### config.mk
export PLATFORM = sky130hd
export DESIGN_NAME = eth_tx_arbiter
export DESIGN_NICKNAME = d
export VERILOG_FILES = /design/src/rtl/eth_tx_arb_pkg.sv /design/src/rtl/eth_tx_arbiter_rr_picker.sv /design/src/rtl/eth_tx_arbiter.sv
export SDC_FILE = /design/constraint.sdc
export NUM_CORES = 1
export LEC_CHECK = 0
export CAP_MARGIN = 10
export CORE_MARGIN = 2
export CORE_UTILIZATION = 38
export CTS_CLUSTER_SIZE = 30
export DETAILED_ROUTE_END_ITERATION = 6
export PLACE_DENSITY = 0.87
export SLEW_MARGIN = 10
export SYNTH_ARGS = -nofsm -noshare
export SYNTH_HDL_FRONTEND = slang
export SYNTH_SLANG_ARGS = --single-unit
### constraint.sdc
create_clock -name clk -period 3.9 [get_ports clk]
set_clock_uncertainty 0.05 [all_clocks]
set_input_delay 0.39 -clock clk [delete_from_list [all_inputs] [get_ports clk]]
set_output_delay 0.39 -clock clk [all_outputs]
set_load 0.01 [all_outputs]
### src/rtl/eth_tx_arb_pkg.sv
// Shared types and constants for the Ethernet TX arbiter and its round-robin picker.
package eth_tx_arb_pkg;

  localparam int PORT_IDX_WIDTH = 3;
  localparam int TIMER_WIDTH    = 8;

  typedef logic [1:0] arb_state_t;

  localparam arb_state_t ST_IDLE       = 2'd0;
  localparam arb_state_t ST_WAIT_START = 2'd1;
  localparam arb_state_t ST_BUSY       = 2'd2;

  // Port index + 1, wrapping at num_ports.
  function automatic logic [PORT_IDX_WIDTH-1:0] wrap_inc(
    input logic [PORT_IDX_WIDTH-1:0] idx,
    input int                        num_ports
  );
    if (int'(idx) >= num_ports - 1) return '0;
    return idx + PORT_IDX_WIDTH'(1);
  endfunction

endpackage

### src/rtl/eth_tx_arbiter_rr_picker.sv
// Combinational round-robin search: first set req bit at or after pointer, wrapping.
module rr_picker
  import eth_tx_arb_pkg::*;
#(
  parameter int NUM_PORTS = 4
) (
  input  logic [NUM_PORTS-1:0]      req,
  input  logic [PORT_IDX_WIDTH-1:0] pointer,
  output logic                      found,
  output logic [PORT_IDX_WIDTH-1:0] index
);

  int cand;

  // Scan farthest candidate first so the nearest one overwrites and wins.
  always_comb begin
    found = 1'b0;
    index = '0;
    cand  = 0;
    for (int k = NUM_PORTS - 1; k >= 0; k--) begin
      cand = int'(pointer) + k;
      if (cand >= NUM_PORTS) cand = cand - NUM_PORTS;
      for (int i = 0; i < NUM_PORTS; i++) begin
        if (req[i] && (cand == i)) begin
          found = 1'b1;
          index = PORT_IDX_WIDTH'(i);
        end
      end
    end
  end

endmodule

### src/rtl/eth_tx_arbiter.sv
// Round-robin arbiter sharing the MAC TX datapath between NUM_PORTS frame sources.
// Optional macro ETH_TX_ARB_PERF_EN enables the perf_frames/perf_timeouts counters.
module eth_tx_arbiter
  import eth_tx_arb_pkg::*;
#(
  parameter int NUM_PORTS     = 4,
  parameter int START_TIMEOUT = 15
) (
  input  logic                      clk,
  input  logic                      reset,
  input  logic [NUM_PORTS-1:0]      req,
  output logic [NUM_PORTS-1:0]      grant,
  input  logic [NUM_PORTS-1:0]      src_start,
  input  logic [NUM_PORTS-1:0]      src_data_valid,
  input  logic [NUM_PORTS*8-1:0]    src_data,
  input  logic                      mac_tx_ready,
  output logic                      mac_tx_start,
  output logic                      mac_tx_data_valid,
  output logic [7:0]                mac_tx_data,
  output logic [PORT_IDX_WIDTH-1:0] active_port,
  output logic                      timeout,
  output logic                      protocol_error,
  output logic [NUM_PORTS*32-1:0]   perf_frames,
  output logic [31:0]               perf_timeouts
);

  arb_state_t                state;
  logic [PORT_IDX_WIDTH-1:0] rr_ptr;
  logic [TIMER_WIDTH-1:0]    timer;
  logic                      seen_busy;

  logic                      pick_found;
  logic [PORT_IDX_WIDTH-1:0] pick_idx;
  logic [NUM_PORTS-1:0]      pick_onehot;
  logic                      sel_req;
  logic                      sel_start;
  logic                      sel_dv;
  logic [7:0]                sel_data;
  logic [PORT_IDX_WIDTH-1:0] next_ptr;

  rr_picker #(.NUM_PORTS(NUM_PORTS)) u_picker (
    .req     (req),
    .pointer (rr_ptr),
    .found   (pick_found),
    .index   (pick_idx)
  );

  assign next_ptr = wrap_inc(active_port, NUM_PORTS);

  always_comb begin
    sel_req     = 1'b0;
    sel_start   = 1'b0;
    sel_dv      = 1'b0;
    sel_data    = '0;
    pick_onehot = '0;
    for (int i = 0; i < NUM_PORTS; i++) begin
      if (active_port == PORT_IDX_WIDTH'(i)) begin
        sel_req   = req[i];
        sel_start = src_start[i];
        sel_dv    = src_data_valid[i];
        sel_data  = src_data[i*8 +: 8];
      end
      if (pick_idx == PORT_IDX_WIDTH'(i)) pick_onehot[i] = 1'b1;
    end
  end

  always_ff @(posedge clk or posedge reset) begin
    if (reset) begin
      state             <= ST_IDLE;
      rr_ptr            <= '0;
      timer             <= '0;
      seen_busy         <= 1'b0;
      grant             <= '0;
      active_port       <= '0;
      mac_tx_start      <= 1'b0;
      mac_tx_data_valid <= 1'b0;
      mac_tx_data       <= '0;
      timeout           <= 1'b0;
      protocol_error    <= 1'b0;
    end else begin
      timeout           <= 1'b0;
      protocol_error    <= 1'b0;
      mac_tx_start      <= 1'b0;
      mac_tx_data_valid <= 1'b0;
      mac_tx_data       <= '0;
      case (state)
        ST_IDLE: begin
          if (mac_tx_ready && pick_found) begin
            grant       <= pick_onehot;
            active_port <= pick_idx;
            timer       <= '0;
            state       <= ST_WAIT_START;
          end
        end
        ST_WAIT_START: begin
          timer             <= timer + TIMER_WIDTH'(1);
          mac_tx_start      <= sel_start;
          mac_tx_data_valid <= sel_dv;
          mac_tx_data       <= sel_data;
          // Start has priority over both a dropped request and timer expiry.
          if (sel_start) begin
            seen_busy <= 1'b0;
            state     <= ST_BUSY;
          end else if (!sel_req) begin
            grant <= '0;
            state <= ST_IDLE;
          end else if (timer == TIMER_WIDTH'(START_TIMEOUT - 1)) begin
            timeout <= 1'b1;
            grant   <= '0;
            rr_ptr  <= next_ptr;
            state   <= ST_IDLE;
          end
        end
        ST_BUSY: begin
          mac_tx_data_valid <= sel_dv;
          mac_tx_data       <= sel_data;
          if (sel_start) protocol_error <= 1'b1;
          // The frame is done only after the MAC has dropped ready and raised it again.
          if (!mac_tx_ready) begin
            seen_busy <= 1'b1;
          end else if (seen_busy) begin
            grant  <= '0;
            rr_ptr <= next_ptr;
            state  <= ST_IDLE;
          end
        end
        default: begin
          grant <= '0;
          state <= ST_IDLE;
        end
      endcase
    end
  end

`ifdef ETH_TX_ARB_PERF_EN
  always_ff @(posedge clk or posedge reset) begin
    if (reset) begin
      perf_frames   <= '0;
      perf_timeouts <= '0;
    end else begin
      // active_port is still stable on the cycle the forwarded start appears.
      for (int i = 0; i < NUM_PORTS; i++) begin
        if (mac_tx_start && (active_port == PORT_IDX_WIDTH'(i)))
          perf_frames[i*32 +: 32] <= perf_frames[i*32 +: 32] + 32'd1;
      end
      if (timeout) perf_timeouts <= perf_timeouts + 32'd1;
    end
  end
`else
  assign perf_frames   = '0;
  assign perf_timeouts = '0;
`endif

endmodule
# Word level (Yosys, flattened, before mapping)
# Cells that the tools add are included.
# word_totals
register_bits,33
wordCells,181
in_bits,47
# op_classes
magnitude_cmp,5
eq_ne,31
n_reduce_logical,33
muxes,92
n_addsub,9
# ops
op,count
"== test 32 x 3 -> 1 bit, second input constant",8
"== test 32 x 2 -> 1 bit, second input constant",4
logical NOT 32 bit,4
2-to-1 mux 32 bit,4
"greater-or-equal comparator 32 x 4 -> 1 bit, second input constant",3
"subtractor 32 x 4 -> 32 bit, second input constant",3
2-to-1 mux 8 bit,6
2-to-1 mux 1 bit,44
2-to-1 mux 2 bit,20
2-to-1 mux 4 bit,6
2-to-1 mux 3 bit,7
logical AND 1 bit,17
"!= test 2 bit, second input constant",8
one-hot mux 8 bit (2 select lines),1
"== test 3 x 2 -> 1 bit, second input constant",4
one-hot mux 4 bit (3 select lines),1
"adder 3 x 2 -> 4 bit, second input constant",2
"adder 8 x 1 -> 8 bit, second input constant",1
"== test 8 x 4 -> 1 bit, second input constant",1
"== test 3 x 1 -> 1 bit, second input constant",2
logical NOT 3 bit,2
one-hot mux 2 bit (3 select lines),1
one-hot mux 3 bit (2 select lines),1
AND reduction 6 bit,1
17 further kinds,19

# Logic depth before layout (Yosys ltp)
# Gate-level depths: netlist of the first run.
# logic_depth
depth_word,24
mapped_depth,8
ltp_nobuf,7

# By module
# From an unflattened synthesis of the first run, not the netlist that was laid out.
# unflattened
hier_cells,389
hier_area_um2,3293.2
# by_module_without_submodules
mod,area_per_inst_um2,instances,cells_per_inst
eth_tx_arbiter,3076.7,1,353
rr_picker,216.5,1,36

# Worst setup path before layout of the first run
# No wires, ideal clock.
# synth_timing
path_type,register to register
startpoint,register timer[0]
endpoint,register rr_ptr[0]
stages_incl_launch_ff,9
synth_period_minus_slack_ps,2177
arrival_ps,1999
path_slack_ps,1723
setup_time_ps,127
cell_sequence,dfrtp_1 -> clkbuf_1 -> inv_1 -> ha_1 -> or4b_1 -> nor3_2 -> nand3b_1 -> a221o_1 -> mux2_1
# synth_between
elab_chain_len,3
# synth_rtl
item,line_no,rtl
start: declaration,eth_tx_arbiter.sv:29,logic [TIMER_WIDTH-1:0] timer;
start signal: assignment,eth_tx_arbiter.sv:96,timer <= timer + TIMER_WIDTH'(1);
== test 8 x 4 -> 1 bit,eth_tx_arbiter.sv:107,end else if (timer == TIMER_WIDTH'(START_TIMEOUT - 1)) begin
!= test 2 bit (no source line),n/a,
AND reduction 6 bit (no source line),n/a,
end signal: assignment,eth_tx_arbiter.sv:110,rr_ptr <= next_ptr;
end signal: assignment,eth_tx_arbiter.sv:123,rr_ptr <= next_ptr;
end: declaration,eth_tx_arbiter.sv:28,logic [PORT_IDX_WIDTH-1:0] rr_ptr;
# No other way between the ends.
# A chain may end at the register's enable or synchronous reset.

# Final worst setup path of the first run
# layout_timing
startpoint,register active_port[0]
endpoint,register grant[3]
# layout_between
elab_chain_len,8
elab_cells_between_ends,18
# layout_rtl
item,line_no,rtl
start: declaration,eth_tx_arbiter.sv:20,"output logic [PORT_IDX_WIDTH-1:0] active_port,"
start signal: assignment,eth_tx_arbiter.sv:90,active_port <= pick_idx;
logical NOT 3 bit,eth_tx_arbiter.sv:57,if (active_port == PORT_IDX_WIDTH'(i)) begin
2-to-1 mux 1 bit (4 in a row),eth_tx_arbiter.sv:57,
2-to-1 mux 4 bit,eth_tx_arbiter.sv:104,end else if (!sel_req) begin
2-to-1 mux 4 bit,eth_tx_arbiter.sv:101,if (sel_start) begin
one-hot mux 4 bit (3 select lines),eth_tx_arbiter.sv:86,case (state)
end signal: assignment,eth_tx_arbiter.sv:89,grant <= pick_onehot;
end: declaration,eth_tx_arbiter.sv:12,"output logic [NUM_PORTS-1:0] grant,"
# Several ways; a longest one is shown, not always the timed one. The select of a mux whose other input is x is not followed.

==> summary.md, run 1 <==
| Metric | Value |
|---|---|
| Worst-Skew Late Latency | `0.28 ns` |
| Mapped Cells | `about 380` |
| Worst Path Required | `4.01 ns` |
| Final-stage net count | `~490` |
| Synth-to-Final Area Change | `8.07%` |
| Hold_buf cts | `0` |
| Synth top cells by count | `buf_4, dfrtp_1, a21oi_1, nor3_1, nor2_1` |
| I/O Pins | `between 200 and 250` |
| Setup crit start kind | `register` |
| PortBufs | `64` |
| Routed via count | `~2300` |
| CTS clk-pin slew, worst paths | `roughly 0.06 ns` |
| Initial Util | `between 30% and 40%` |
| CP top delay family | `adder cells` |
| FP Rows | `33` |
| GRT Total Usage | `between 10% and 20%` |
| CTS tree | `built` |
| Number of antenna diodes | `0` |
| Distinct cells, synth | `44` |
| DR vias/cell | `around 4.2` |
| DP HPWL | `4800 µm` |
| Initial antenna violation count | `0` |
| H-tree Lvls | `2` |
| DR pass1 iterations | `4` |
| Worst Path Arrival | `around 2.8 ns` |
| CTS buffer count | `5` |
| Antenna-violating nets left | `0` |
| Clk buf depth | `2` |
| Layout Utilization | `42.0%` |
| Synth Register Bits | `31` |
| Die H | `95.2 µm` |
| Clock sink count | `31` |
| DRC Markers | `0` |
| Most common cell in the netlist | `buf_4` |
| PwrDens | `between 500 and 600 mW/mm²` |
| Crit-path slowest cell | `ha_1` |
| Final hold violations | `0` |
| Avg Cell Area, Syn | `8.41 µm²` |
| Synth area leaders | `buf_4, dfrtp_1, ha_1` |
| Total grt overflow | `0` |
| Max VDD drop | `between 0.2 and 0.25 mV` |
| Share of cells above drive strength 1 | `5.24%` |
| Tmin final | `roughly 2.7 ns` |
| Critical Path, Cell by Cell | `ha_1 -> nor3b_1 -> a211oi_1 -> nand2_1 -> nand3_1 -> mux2_2` |
| Largest net degree at the start of global routing | `32` |
| Max frequency | `between 300 and 400 MHz` |
| Setup CP Type | `register to register` |
| Gpl congestion | `0.790` |
| Ys flop type | `dfrtp_1` |
| Vias in the first global route | `1935` |
| Detailed Route WL | `6100 µm` |
| Placed Cells | `536` |
| Max-slew headroom | `a little under half` |
| First-pass GRT wire length | `8850 µm` |
| Finished Cell Area | `0.00342 mm²` |
| Leading area contributor after synthesis | `buf_4` |
| RSZ-0062 raised after global routing | `false` |
| Asr flop ratio synth | `100%` |
| CTS-repair resized insts | `0` |
| Post-route insts no fill | `about 540` |
| Max Cap Viol | `0` |
| Max-slew violations | `0` |
| Post-synth EDFFs | `0` |
| Status | `completed` |
| Core ar. | `about 0.0081 mm²` |
| Post-CTS Setup Inserts | `0` |
| Die X-Extent | `95.2 µm` |
| Crit-path max cell delay | `0.71 ns` |
| HP Class | `register to register` |
| Crit path capture type | `register` |
| Final setup viols | `0` |
| DRT iter0 DRCs | `115` |
| Root Buffer | `clkbuf_8` |
| Top cell type's share of synthesized area | `38.5%` |
| Fin crit share | `69.3%` |
| Synth warn | `0` |
| LEAKAGE | `between 0.0015 and 0.002 µW` |
| Mapped Area | `about 0.0032 mm²` |
| Post-synthesis sequential area ratio | `24.5%` |
| Slew @ Worst Pin | `~0.80 ns` |
| CP max FO | `25` |
| Per-cell routed wire length | `between 10 and 15 µm` |
| Dpl cell area | `~0.0033 mm²` |
| CP Buf/Inv Count | `0` |
| TNS Setup | `0 ns` |
| Die ar. | `approximately 0.009 mm²` |
==> cell families after synthesis <==
kind of cell    count (synthesis)  synth area share, %
mux                            10                 3.48
simple gates                   80                 13.8
xor+xnor                        1                0.277
flops                          31                 24.5
compound gates                 61                 13.3
other cells                     1                0.119
buf+inv                       183                 41.0
fa+ha+maj                       9                 3.56
==> report_power, final <==
part           internal [µW]  switching, µW
Sequential               429           95.9
Combinational            505            658
Clock                    206            117
Total                   1140            871
==> metal layers <==
metal | global-route usage [%] | vias to the layer above | wire, µm
met5 | 0 | - | 0
met4 | 4.71 | 0 | 82
met3 | 3.32 | 7 | 568
met2 | 23.5 | 119 | 3260
met1 | 13.2 | 1087 | 2190
li1 | - | 1069 | -
==> worst register-to-register path, delay by kind of cell (launching register included) <==
kind	cells	cell delay [ns]
adders and majority gates	1	0.71
AOI/OAI and AO/OA	1	0.54
and+or+nand+nor	3	0.49
DFF	1	0.44
muxes	1	0.37
==> layout make-up <==
| cell class | count | area (µm²) |
|---|---|---|
| clock inverter | 2 | 35.0 |
| clock buffer | 6 | 82.6 |
| timing repair buffer | 66 | 656 |
| multi-input combinational | 322 | 1690 |
| inverter | 12 | 45.0 |
| tap | 105 | 131 |
| fill | 794 | 4720 |
| sequential | 31 | 776 |
==> sequential cells by signal (all words and copies together), names as in the netlist <==
name               cells
grant                  4
timeout                1
state                  2
rr_ptr                 2
mac_tx_data            8
protocol_error         1
seen_busy              1
mac_tx_start           1
timer                  8
active_port            2
mac_tx_data_valid      1
==> through the flow <==
stage                     power [µW]  worst slack [ns]  hold slack, ns
final                           2010              1.20           0.456
after global routing            2180             0.951           0.474
after CTS                       2010              1.23           0.460
after detailed placement        1680              1.25           0.445
after global placement          1630              1.36           0.421
after floorplan                 1460              1.72           0.410
==> placed cells by master, fill, tap and decap left out, types with 6 or more instances in the layout <==
cell type,synthesis,layout
nor2_1,14,14
conb_1,1,161
nor2b_1,11,11
mux2_2,6,6
clkdlybuf4s50_1,0,64
a21oi_1,21,21
dfrtp_1,31,31
ha_1,9,9
a221oi_1,8,8
clkbuf_8,0,6
o21ai_0,11,11
inv_1,11,10
nor3_1,17,17
nand2_1,11,11
==> final timing paths <==
check,from,slack [ns],cells past startpoint,end
hold reg to reg,seen_busy,0.46,1,seen_busy
hold / removal,seen_busy,0.46,1,seen_busy
max in group asynchronous,reset,2.85,3,timer[1]
setup reg to reg,active_port[0],1.20,6,grant[3]
setup / recovery,active_port[0],1.20,6,grant[3]
min in group asynchronous,reset,0.47,2,mac_tx_data[7]
Power figures use the tool's default switching activity.
==> run 2: changes to the inputs <==
CORE_UTILIZATION = 36   (was 38)
PLACE_DENSITY = 0.83   (was 0.87)
clock period = 2.8 ns   (was 3.9 ns; I/O delays follow)
==> run 2 against run 1 <==
Net effect:
- register-to-register slack worse by 0.81 ns
- first-iteration DRC count fell by 1.7%
- combinational power is 42% higher
- critical path type unchanged
- largest cell class unchanged
==> summary.md, run 2 (synthesized netlist as in run 1, its figures left out) <==
| Metric | Value |
|---|---|
| Fillcell total | `861 (+8.4%)` |
| CTS tree | `built` |
| PortBufs | `64 (unchanged)` |
| Multi-input logic area | `0.00169 mm² (unchanged)` |
| Max frequency | `414 MHz (+12%)` |
| I/O Pins | `226 (unchanged)` |
| HP Class | `input port to asynchronous set/reset pin` |
| GRT Total Usage | `12.0% (-0.46 points)` |
| CP max FO | `15 (-40%)` |
| CTS-repair resized insts | `0 (unchanged)` |
| RR Startpoint | `active_port[1]` |
| Largest net degree at the start of global routing | `32 (unchanged)` |
| H-tree Lvls | `2 (unchanged)` |
| DP HPWL | `4920 µm (+2.6%)` |
| Max-slew headroom | `65.0% (+18 points)` |
| Max Cap Viol | `0 (unchanged)` |
| Clock sink count | `31 (unchanged)` |
| Tmin final | `2.42 ns (-0.286 ns)` |
| Final-stage net count | `496 (+0.40%)` |
| Most frequent cells in the layout | `conb_1, clkdlybuf4s50_1, dfrtp_1` |
| Fin crit share | `86.3% (+17 points)` |
| Final hold violations | `0 (unchanged)` |
| First-pass GRT wire length | `9380 µm (+6.0%)` |
| Initial Util | `36.6% (-2.3 points)` |
| Share of cells above drive strength 1 | `5.23% (-0.012 points)` |
| Comb power frac | `60.5% (+2.7 points)` |
| Depth of the most critical reg-to-reg path | `7 (+1)` |
| Slew @ Worst Pin | `0.525 ns (-0.273 ns)` |
| FP Rows | `34 (+3.0%)` |
| Vias in the first global route | `1933 (-0.10%)` |
| Cell-internal power | `1520 µW (+33%)` |
| Seq pwr share | `26.6% (+0.5 points)` |
| Biggest regs | `mac_tx_data x8, timer x8, grant x4` |
| Clock power frac | `13.0% (-3.1 points)` |
| Hold_buf cts | `0 (unchanged)` |
| Die H | `97.7 µm (+2.6%)` |
| Max VDD drop | `0.251 mV (+16%)` |
| Root Buffer | `clkbuf_8` |
| DR vias/cell | `4.17 (-0.69%)` |
| Die X-Extent | `97.7 µm (+2.6%)` |
| CTS clk-pin slew, worst paths | `0.07 ns (about the same)` |
| Worst-Skew Late Latency | `0.29 ns (about the same)` |
| Detailed Route WL | `6110 µm (about the same)` |
| PwrDens | `799 mW/mm² (+36%)` |
| Clk buf depth | `2 (unchanged)` |
| Switching share of power | `44.1% (+0.83 points)` |
| Gpl congestion | `0.870 (+10%)` |
| Die ar. | `0.00955 mm² (+5.3%)` |
| Antenna-violating nets left | `0 (unchanged)` |
| Setup crit start kind | `register` |
| DRT iter0 DRCs | `113 (-1.7%)` |
| Commonest non-fill, non-tap cell in the layout | `conb_1` |
| Initial antenna violation count | `0 (unchanged)` |
| Gr busiest metal | `met2` |
| Per-cell routed wire length | `11.1 µm (-0.68%)` |
| Final setup viols | `0 (unchanged)` |
| Total grt overflow | `0 (unchanged)` |
| Crit path capture type | `register` |
| CTS buffer count | `5 (unchanged)` |
| TNS Setup | `0 ns (unchanged)` |
| Post-CTS Setup Inserts | `0 (unchanged)` |
| Setup CP Type | `register to register` |
| Max-slew violations | `0 (unchanged)` |
| Number of antenna diodes | `0 (unchanged)` |
| Routing usage on met1 | `15.0% (+1.8 points)` |
| WHS | `0.328 ns (-0.128 ns)` |
| Core ar. | `0.00864 mm² (+6.2%)` |
| Layout Utilization | `39.4% (-2.6 points)` |
| M3 GR Usage | `3.09% (-0.23 points)` |
| Routed via count | `2283 (+0.044%)` |
| Worst Path Required | `2.92 ns (-1.09 ns)` |
| DRC Markers | `0 (unchanged)` |
| LEAKAGE | `0.00168 µW (-0.15%)` |
| Synth-to-Final Area Change | `7.72%` |
| Worst Path Arrival | `2.53 ns (-0.29 ns)` |
| Worst R2R End | `rr_ptr[1]` |
| Status | `completed` |
| Flop2flop setup slack | `0.38 ns (-0.81 ns)` |
| RSZ-0062 raised after global routing | `false` |
| Seq. cell area | `776 µm² (unchanged)` |
| NetSw | `1200 µW (+38%)` |
| Met2 Usage GRT | `19.9% (-3.6 points)` |
| DR pass1 iterations | `4 (unchanged)` |
## run 2: cell types whose count changed in the layout (fill, tap and decap cells not counted)
cell,previous run,this run
buf_4,2,4
inv_1,10,11
inv_2,1,0
bufinv_16,1,0
## run 2: power groups by stage
stage / Sequential [µW] / Combinational, µW / Clock [µW]
after floorplan: 731 / 1300 / 0
after global placement: 717 / 1590 / 0
after detailed placement: 729 / 1640 / 0
after CTS: 724 / 1640 / 362
after global routing: 746 / 1830 / 385
final: 724 / 1650 / 353
## run 2: worst max-delay path, stage by stage (launching register included)
cell	delay, ns
dfrtp_1	0.42
inv_1	0.10
ha_1	0.43
a211oi_1	0.19
a211oi_4	0.30
nand3b_1	0.12
a221o_1	0.36
mux2_1	0.33
## run 2: per-layer routing
metal / routed length [µm] / vias to the layer above
met5: 0 / -
met4: 125 / 0
met3: 557 / 10
met2: 3020 / 131
met1: 2400 / 1065
li1: - / 1077
## run 2: final cells by class
class,count,area share (%)
clock inverters,1,0.147
flip-flops and latches,31,22.8
well taps,108,3.97
multi-input cells,322,49.7
clock buffers,6,2.42
inverters,12,1.32
repair buffers,68,19.7
## run 2: worst max-delay path by stage
stage                   startpoint         to  slack (ns)  depth (start not counted)
floorplan                 timer[0]  rr_ptr[0]        0.62                          8
global placement            req[1]   grant[1]        0.39                          6
detailed placement          req[1]   grant[1]        0.31                          6
CTS                 active_port[1]  rr_ptr[1]        0.40                          7
global route        active_port[1]  rr_ptr[1]        0.22                          7
finish              active_port[1]  rr_ptr[1]        0.38                          7
## run 2: metrics by stage
stage / setup slack (ns) / cell area [µm²] / cells / total power [µW]
after global placement: 0.386 / 3320 / 541 / 2310
after floorplan: 0.623 / 3760 / 536 / 2030
after detailed placement: 0.306 / 3320 / 541 / 2360
final: 0.384 / 3410 / 548 / 2720
after global routing: 0.216 / 3410 / 548 / 2960
after CTS: 0.403 / 3410 / 548 / 2730
==> edit 1: new RTL, settings of run 1 <==
Change the package constant `PORT_IDX_WIDTH` from 3 to 4.
--- a/src/rtl/eth_tx_arb_pkg.sv
+++ b/src/rtl/eth_tx_arb_pkg.sv
@@ -1,7 +1,7 @@
 // Shared types and constants for the Ethernet TX arbiter and its round-robin picker.
 package eth_tx_arb_pkg;
 
-  localparam int PORT_IDX_WIDTH = 3;
+  localparam int PORT_IDX_WIDTH = 4;
   localparam int TIMER_WIDTH    = 8;
 
   typedef logic [1:0] arb_state_t;
Interface: changed (resized active_port); port bits go from 226 to 227. No check against the original RTL was run, so the function may have changed too.
==> edit 1 against run 1 <==
Core utilization rose by 0.43 points; sequential cell count did not move; die area fell by 3.8%; clock power fell by 1%; wire length fell by 1.4%; worst setup slack got worse by 170 ps; synthesized area fell by 4.0%; fmax fell by 6.1%; critical path depth did not move; power fell by 7.7%; sequential power fell by 4.8%; final area fell by 4.0%.
==> edit 1: results (changes against run 1) <==
* CP peak stage delay at 740 ps (+30 ps)
* Synth cell types at 48 (+9.1%)
* Root Driver: clkbuf_8
* Worst VDD drop at 0.0001796 V (-17%)
* Clk_lat worst skew at 280 ps (about the same)
* Routed len/inst at 11.59 µm (+3.3%)
* Setup repair bufs after CTS at 0 (unchanged)
* Outcome: finished clean
* Clock Tree Buf Depth at 2 (unchanged)
* Worst hold path class: input port to async pin
* Sequential fraction of the synthesis area at 25.56% (+1.0 points)
* Synthesized area per cell at 8.575 µm² (+2.0%)
* Initial antenna violation count at 0 (unchanged)
* Antenna diodes at 0 (unchanged)
* Leak Pwr at 1.634 nW (-3.0%)
* Worst reg2reg path depth at 6 (unchanged)
* Vias in the first global route at 1,763 (-8.9%)
* Cts bufs inserted at 5 (unchanged)
* Ys async rst share at 100.0% (unchanged)
* DP Wirelength at 4.905 mm (+2.2%)
* TritonRoute pass-1 iters at 4 (unchanged)
* Initial DRC Count at 93 (-19%)
* WS Path Type: flip-flop to flip-flop
* Port-buffer cells at 64 (unchanged)
* Gr usage total at 12.46% (-0.057 points)
* Flop2flop setup slack at 1020 ps (-170 ps)
* CP max stage cell: ha_1
* Reg2reg start: active_port[0]$_DFFE_PP0P_
* Biggest regs: mac_tx_data (8), timer (8), grant (4)
* Final WL at 6.015 mm (-1.4%)
* Gpl congestion at 0.8709 (+10%)
* Filler cell count at 749 (-5.7%)
* Most instantiated cells after synthesis: 162 x buf_4, 31 x dfrtp_1, 17 x nor2_1
* CTS H-tree lvls at 2 (unchanged)
* Clk slew on worst S/H paths at 60 ps (about the same)
* Yosys warnings at 0 (unchanged)
* Most common flop cell mapped by yosys: dfrtp_1
* Worst reg2reg endpoint: rr_ptr[0]$_DFFE_PP0P_
* Vias at 2,080 (-8.9%)
* Dominant cells by area after synthesis: buf_4 40%, dfrtp_1 26%, ha_1 3.7%, a221oi_1 2.9%, mux2_2 2.2%
* Final net count at 472 (-4.5%)
* Layout cells sized above 1 at 4.317% (-0.92 points)
* Post-CTS sizing at 0 (unchanged)
* Largest net degree at the start of global routing at 32 (unchanged)
* Global-route wire length before repair at 8.466 mm (-4.4%)
* Crit-path max FO at 25 (unchanged)
* Worst slew margin at 44.08% (-2.7 points)
* WP data arrival at 2990 ps (+170 ps)
* Inst Count DP at 511 (-4.7%)
edit 1: changes by cell type after synthesis, sizes merged, moves of 3 or more:
cell and delta:
nor3 -6, o21ai -3, nand3 -3, nand2 +3, nand3b -3, a21o -5, a21oi -9
edit 1: logic make-up after synthesis:
kind of cell	Yosys count	share of synthesized area, %
adders and majority gates	9	3.710
other	1	0.1235
muxes	10	3.627
xor gates and xnor gates	3	0.8658
AOI/OAI and AO/OA	46	10.76
DFF	31	25.56
and+or+nand+nor	72	12.70
buffers and inverters	182	42.66
edit 1: layout make-up:
type / count / area, µm² / share of cell area (%)
clock buffer: 6 / 82.58 / 2.518
sequential: 31 / 775.7 / 23.66
timing repair buffer: 65 / 648.1 / 19.76
tap: 102 / 127.6 / 3.892
multi-input combinational: 302 / 1569 / 47.84
clock inverter: 2 / 35.03 / 1.068
inverter: 11 / 41.29 / 1.259
edit 1: worst max path at each step:
stage	endpoint	slack, ps	cells after the start
after floorplan	rr_ptr[1]$_DFFE_PP0P_	1440	8
after global placement	rr_ptr[0]$_DFFE_PP0P_	1190	6
after detailed placement	rr_ptr[0]$_DFFE_PP0P_	1070	6
after CTS	rr_ptr[0]$_DFFE_PP0P_	1030	6
after global routing	grant[0]$_DFFE_PP0P_	790	7
final	rr_ptr[0]$_DFFE_PP0P_	1020	6
edit 1: power by group:
group | internal [mW] | total (mW) | switching [mW] | leakage (nW)
Sequential | 0.425 | 0.500 | 0.0749 | 0.409
Combinational | 0.450 | 1.04 | 0.588 | 1.16
Clock | 0.206 | 0.319 | 0.113 | 0.0612
Total | 1.08 | 1.86 | 0.775 | 1.63
edit 1: per-stage QoR:
step | utilization [%] | area (µm²) | worst slack, ps | hold WS (ps)
floorplan | - | 3640 | 1439 | 409.9
global placement | 40.92 | 3162 | 1193 | 423.3
detailed placement | 40.92 | 3162 | 1071 | 444.5
CTS | 42.44 | 3279 | 1031 | 453.3
global route | 42.44 | 3279 | 788.8 | 487.4
finish | 42.44 | 3279 | 1023 | 439.2
edit 1: layer usage:
metal,part of all wire [%],GRT usage (%),vias up
met2,54,21.52,130
met3,10,4.190,11
met5,0,0,-
met1,34,13.69,963
met4,1.9,5.882,0
li1,-,-,976
edit 1: critical path: cells and delay by family, from the launching register on:
| family | cells | cell delay [ps] |
|---|---|---|
| compound gates | 3 | 840 |
| fa+ha+maj | 1 | 740 |
| flops | 1 | 430 |
| mux | 1 | 320 |
| simple gates | 1 | 370 |
==> edit 2: new RTL, config.mk and constraints of run 1 <==
Without the edit above. Register the output `protocol_error` once more, cleared by the reset; this adds one clock of latency there. The other outputs are not delayed to match.
--- a/src/rtl/eth_tx_arbiter.sv
+++ b/src/rtl/eth_tx_arbiter.sv
@@ -23,6 +23,8 @@
   output logic [NUM_PORTS*32-1:0]   perf_frames,
   output logic [31:0]               perf_timeouts
 );
+
+  logic protocol_error_s0;
 
   arb_state_t                state;
   logic [PORT_IDX_WIDTH-1:0] rr_ptr;
@@ -76,10 +78,10 @@
       mac_tx_data_valid <= 1'b0;
       mac_tx_data       <= '0;
       timeout           <= 1'b0;
-      protocol_error    <= 1'b0;
+      protocol_error_s0 <= 1'b0;
     end else begin
       timeout           <= 1'b0;
-      protocol_error    <= 1'b0;
+      protocol_error_s0 <= 1'b0;
       mac_tx_start      <= 1'b0;
       mac_tx_data_valid <= 1'b0;
       mac_tx_data       <= '0;
@@ -114,7 +116,7 @@
         ST_BUSY: begin
           mac_tx_data_valid <= sel_dv;
           mac_tx_data       <= sel_data;
-          if (sel_start) protocol_error <= 1'b1;
+          if (sel_start) protocol_error_s0 <= 1'b1;
           // The frame is done only after the MAC has dropped ready and raised it again.
           if (!mac_tx_ready) begin
             seen_busy <= 1'b1;
@@ -151,4 +153,12 @@
   assign perf_timeouts = '0;
 `endif
 
+  always_ff @(posedge clk or posedge reset) begin
+    if (reset) begin
+      protocol_error <= '0;
+    end else begin
+      protocol_error <= protocol_error_s0;
+    end
+  end
+
 endmodule
Behaviour: not the same (a bounded check fails within 4 cycles, from zero or initial values and one cycle with reset high).
==> edit 2 against run 1 <==
Power fell by 2.6%; wire length increased by 3.0%; critical path type unchanged; die area up 0.19%; largest cell class unchanged; non-clock buffer count decreased by 1; final area decreased by 0.92%; hold slack got worse by 150 ps; synthesized area increased by 0.20%; sequential cell count grew 1; count of clock-buffer cells in the layout did not move; highest routed layer unchanged; worst setup slack worse by 160 ps.
==> edit 2: results (changes against run 1) <==
* CP max stage cell: ha_1
* Startpoint of the worst hold path: protocol_error_s0$_DFF_PP0_
* Sw power at 0.8716 mW (about the same)
* CP peak stage delay at 730 ps (+20 ps)
* WP data arrival at 2980 ps (+160 ps)
* WS Path Type: flip-flop to flip-flop
* Hold Path Sink: protocol_error$_DFF_PP0_
* Setup repair bufs after CTS at 0 (unchanged)
* Max Freq at 349.2 MHz (-5.6%)
* Clk slew on worst S/H paths at roughly 70 ps
* Leak Pwr at 1.686 nW (about the same)
* Dominant cells by area after synthesis: buf_4 38%, dfrtp_1 25%, ha_1 3.6%, a21oi_1 2.8%, nor3_1 2.7%
* Hold WS at 305.1 ps (-150.8 ps)
* Largest net degree at the start of global routing at 33 (+3.1%)
* Antenna diodes at 0 (unchanged)
* Worst hold path class: flip-flop to flip-flop
* Clock Tree Buf Depth at 2 (unchanged)
* Port-buffer cells at 64 (unchanged)
* Cts bufs inserted at 5 (unchanged)
* Delay-heaviest family, CP: compound AO/OA/AOI/OAI gates
* TritonRoute pass-1 iters at 4 (unchanged)
* Hold path cells at 0 (-1)
* Root Driver: clkbuf_8
* Global-route wire length before repair at 9.080 mm (+2.6%)
* Worst VDD drop at 0.0002220 V (+2.5%)
* Yosys warnings at 0 (unchanged)
* Clk_lat worst skew at 280 ps (about the same)
* Vias in the first global route at 1,895 (-2.1%)
* Gr usage total at 13.07% (+0.55 points)
* Sequential fraction of the synthesis area at 25.28% (+0.74 points)
* Ys async rst share at 100.0% (unchanged)
* Flop2flop setup slack at 1040 ps (-160 ps)
* Filler cell count at 807 (+1.6%)
* Inst Count DP at 536 (unchanged)
* Worst slew margin at 45.34% (-1.5 points)
* Most instantiated cells after synthesis: 162 x buf_4, 32 x dfrtp_1, 18 x a21oi_1
* Synth cell types at 43 (-2.3%)
* Most common flop cell mapped by yosys: dfrtp_1
* Outcome: finished clean
* Reg2reg start: active_port[0]$_DFFE_PP0P_
* Final WL at 6.289 mm (+3.0%)
* Worst reg2reg path depth at 6 (unchanged)
* Gpl congestion at 0.8846 (+12%)
* Crit-path max FO at 25 (unchanged)
* Biggest regs: mac_tx_data (8), timer (8), grant (4)
* Initial antenna violation count at 0 (unchanged)
* Worst setup endpoint: rr_ptr[1]$_DFFE_PP0P_
* Layout cells sized above 1 at 4.328% (-0.91 points)
* Synthesized area per cell at 8.381 µm² (-0.33%)
* Initial DRC Count at 139 (+21%)
* DP Wirelength at 4.978 mm (+3.8%)
* Post-Place Setup Slack at 1082 ps (-167.2 ps)
* Vias at 2,285 (+0.13%)
* Final net count at 494 (unchanged)
* CTS H-tree lvls at 2 (unchanged)
* Post-CTS sizing at 0 (unchanged)
* Routed len/inst at 11.56 µm (+3.0%)
-- edit 2: cell type report --
| class | instances | area (µm²) | share of cell area (%) |
|---|---|---|---|
| Multi-Input combinational cell | 322 | 1668 | 49.26 |
| Sequential cell | 32 | 800.8 | 23.65 |
| Timing Repair Buffer | 65 | 648.1 | 19.14 |
| Tap cell | 105 | 131.4 | 3.880 |
| Clock buffer | 6 | 82.58 | 2.439 |
| Inverter | 12 | 45.04 | 1.330 |
| Clock inverter | 2 | 10.01 | 0.2956 |
-- edit 2: cells by family after synthesis --
group	after synthesis	synth area share [%]
AOI/OAI and AO/OA	55	11.85
xor gates and xnor gates	3	0.8295
adders and majority gates	9	3.555
buffers and inverters	184	41.03
DFF	32	25.28
muxes	9	3.357
other	1	0.1184
and+or+nand+nor	85	13.98
-- edit 2: layer usage --
| metal | vias to the layer above | wire (µm) | global-route usage (%) | share of wire (%) |
|---|---|---|---|---|
| met5 | - | 0 | 0 | 0 |
| met4 | 0 | 110 | 5.193 | 1.7 |
| met3 | 11 | 580 | 2.688 | 9.2 |
| met2 | 142 | 3182 | 22.95 | 51 |
| met1 | 1070 | 2416 | 15.52 | 38 |
| li1 | 1062 | - | - | - |
-- edit 2: power by group through the flow --
| stage | clock (mW) | sequential [mW] | combinational [mW] |
|---|---|---|---|
| 2_1_floorplan | 0 | 0.541 | 0.913 |
| 3_3_place_gp | 0 | 0.527 | 1.11 |
| 3_5_place_dp | 0 | 0.532 | 1.15 |
| 4_1_cts | 0.265 | 0.529 | 1.16 |
| 5_1_grt | 0.279 | 0.543 | 1.29 |
| 6_report | 0.260 | 0.531 | 1.17 |
-- edit 2: stage by stage --
step	power, mW	cell area, µm²
finish	1.959	3386
global route	2.111	3386
CTS	1.951	3386
detailed placement	1.681	3293
global placement	1.633	3293
floorplan	1.454	3769
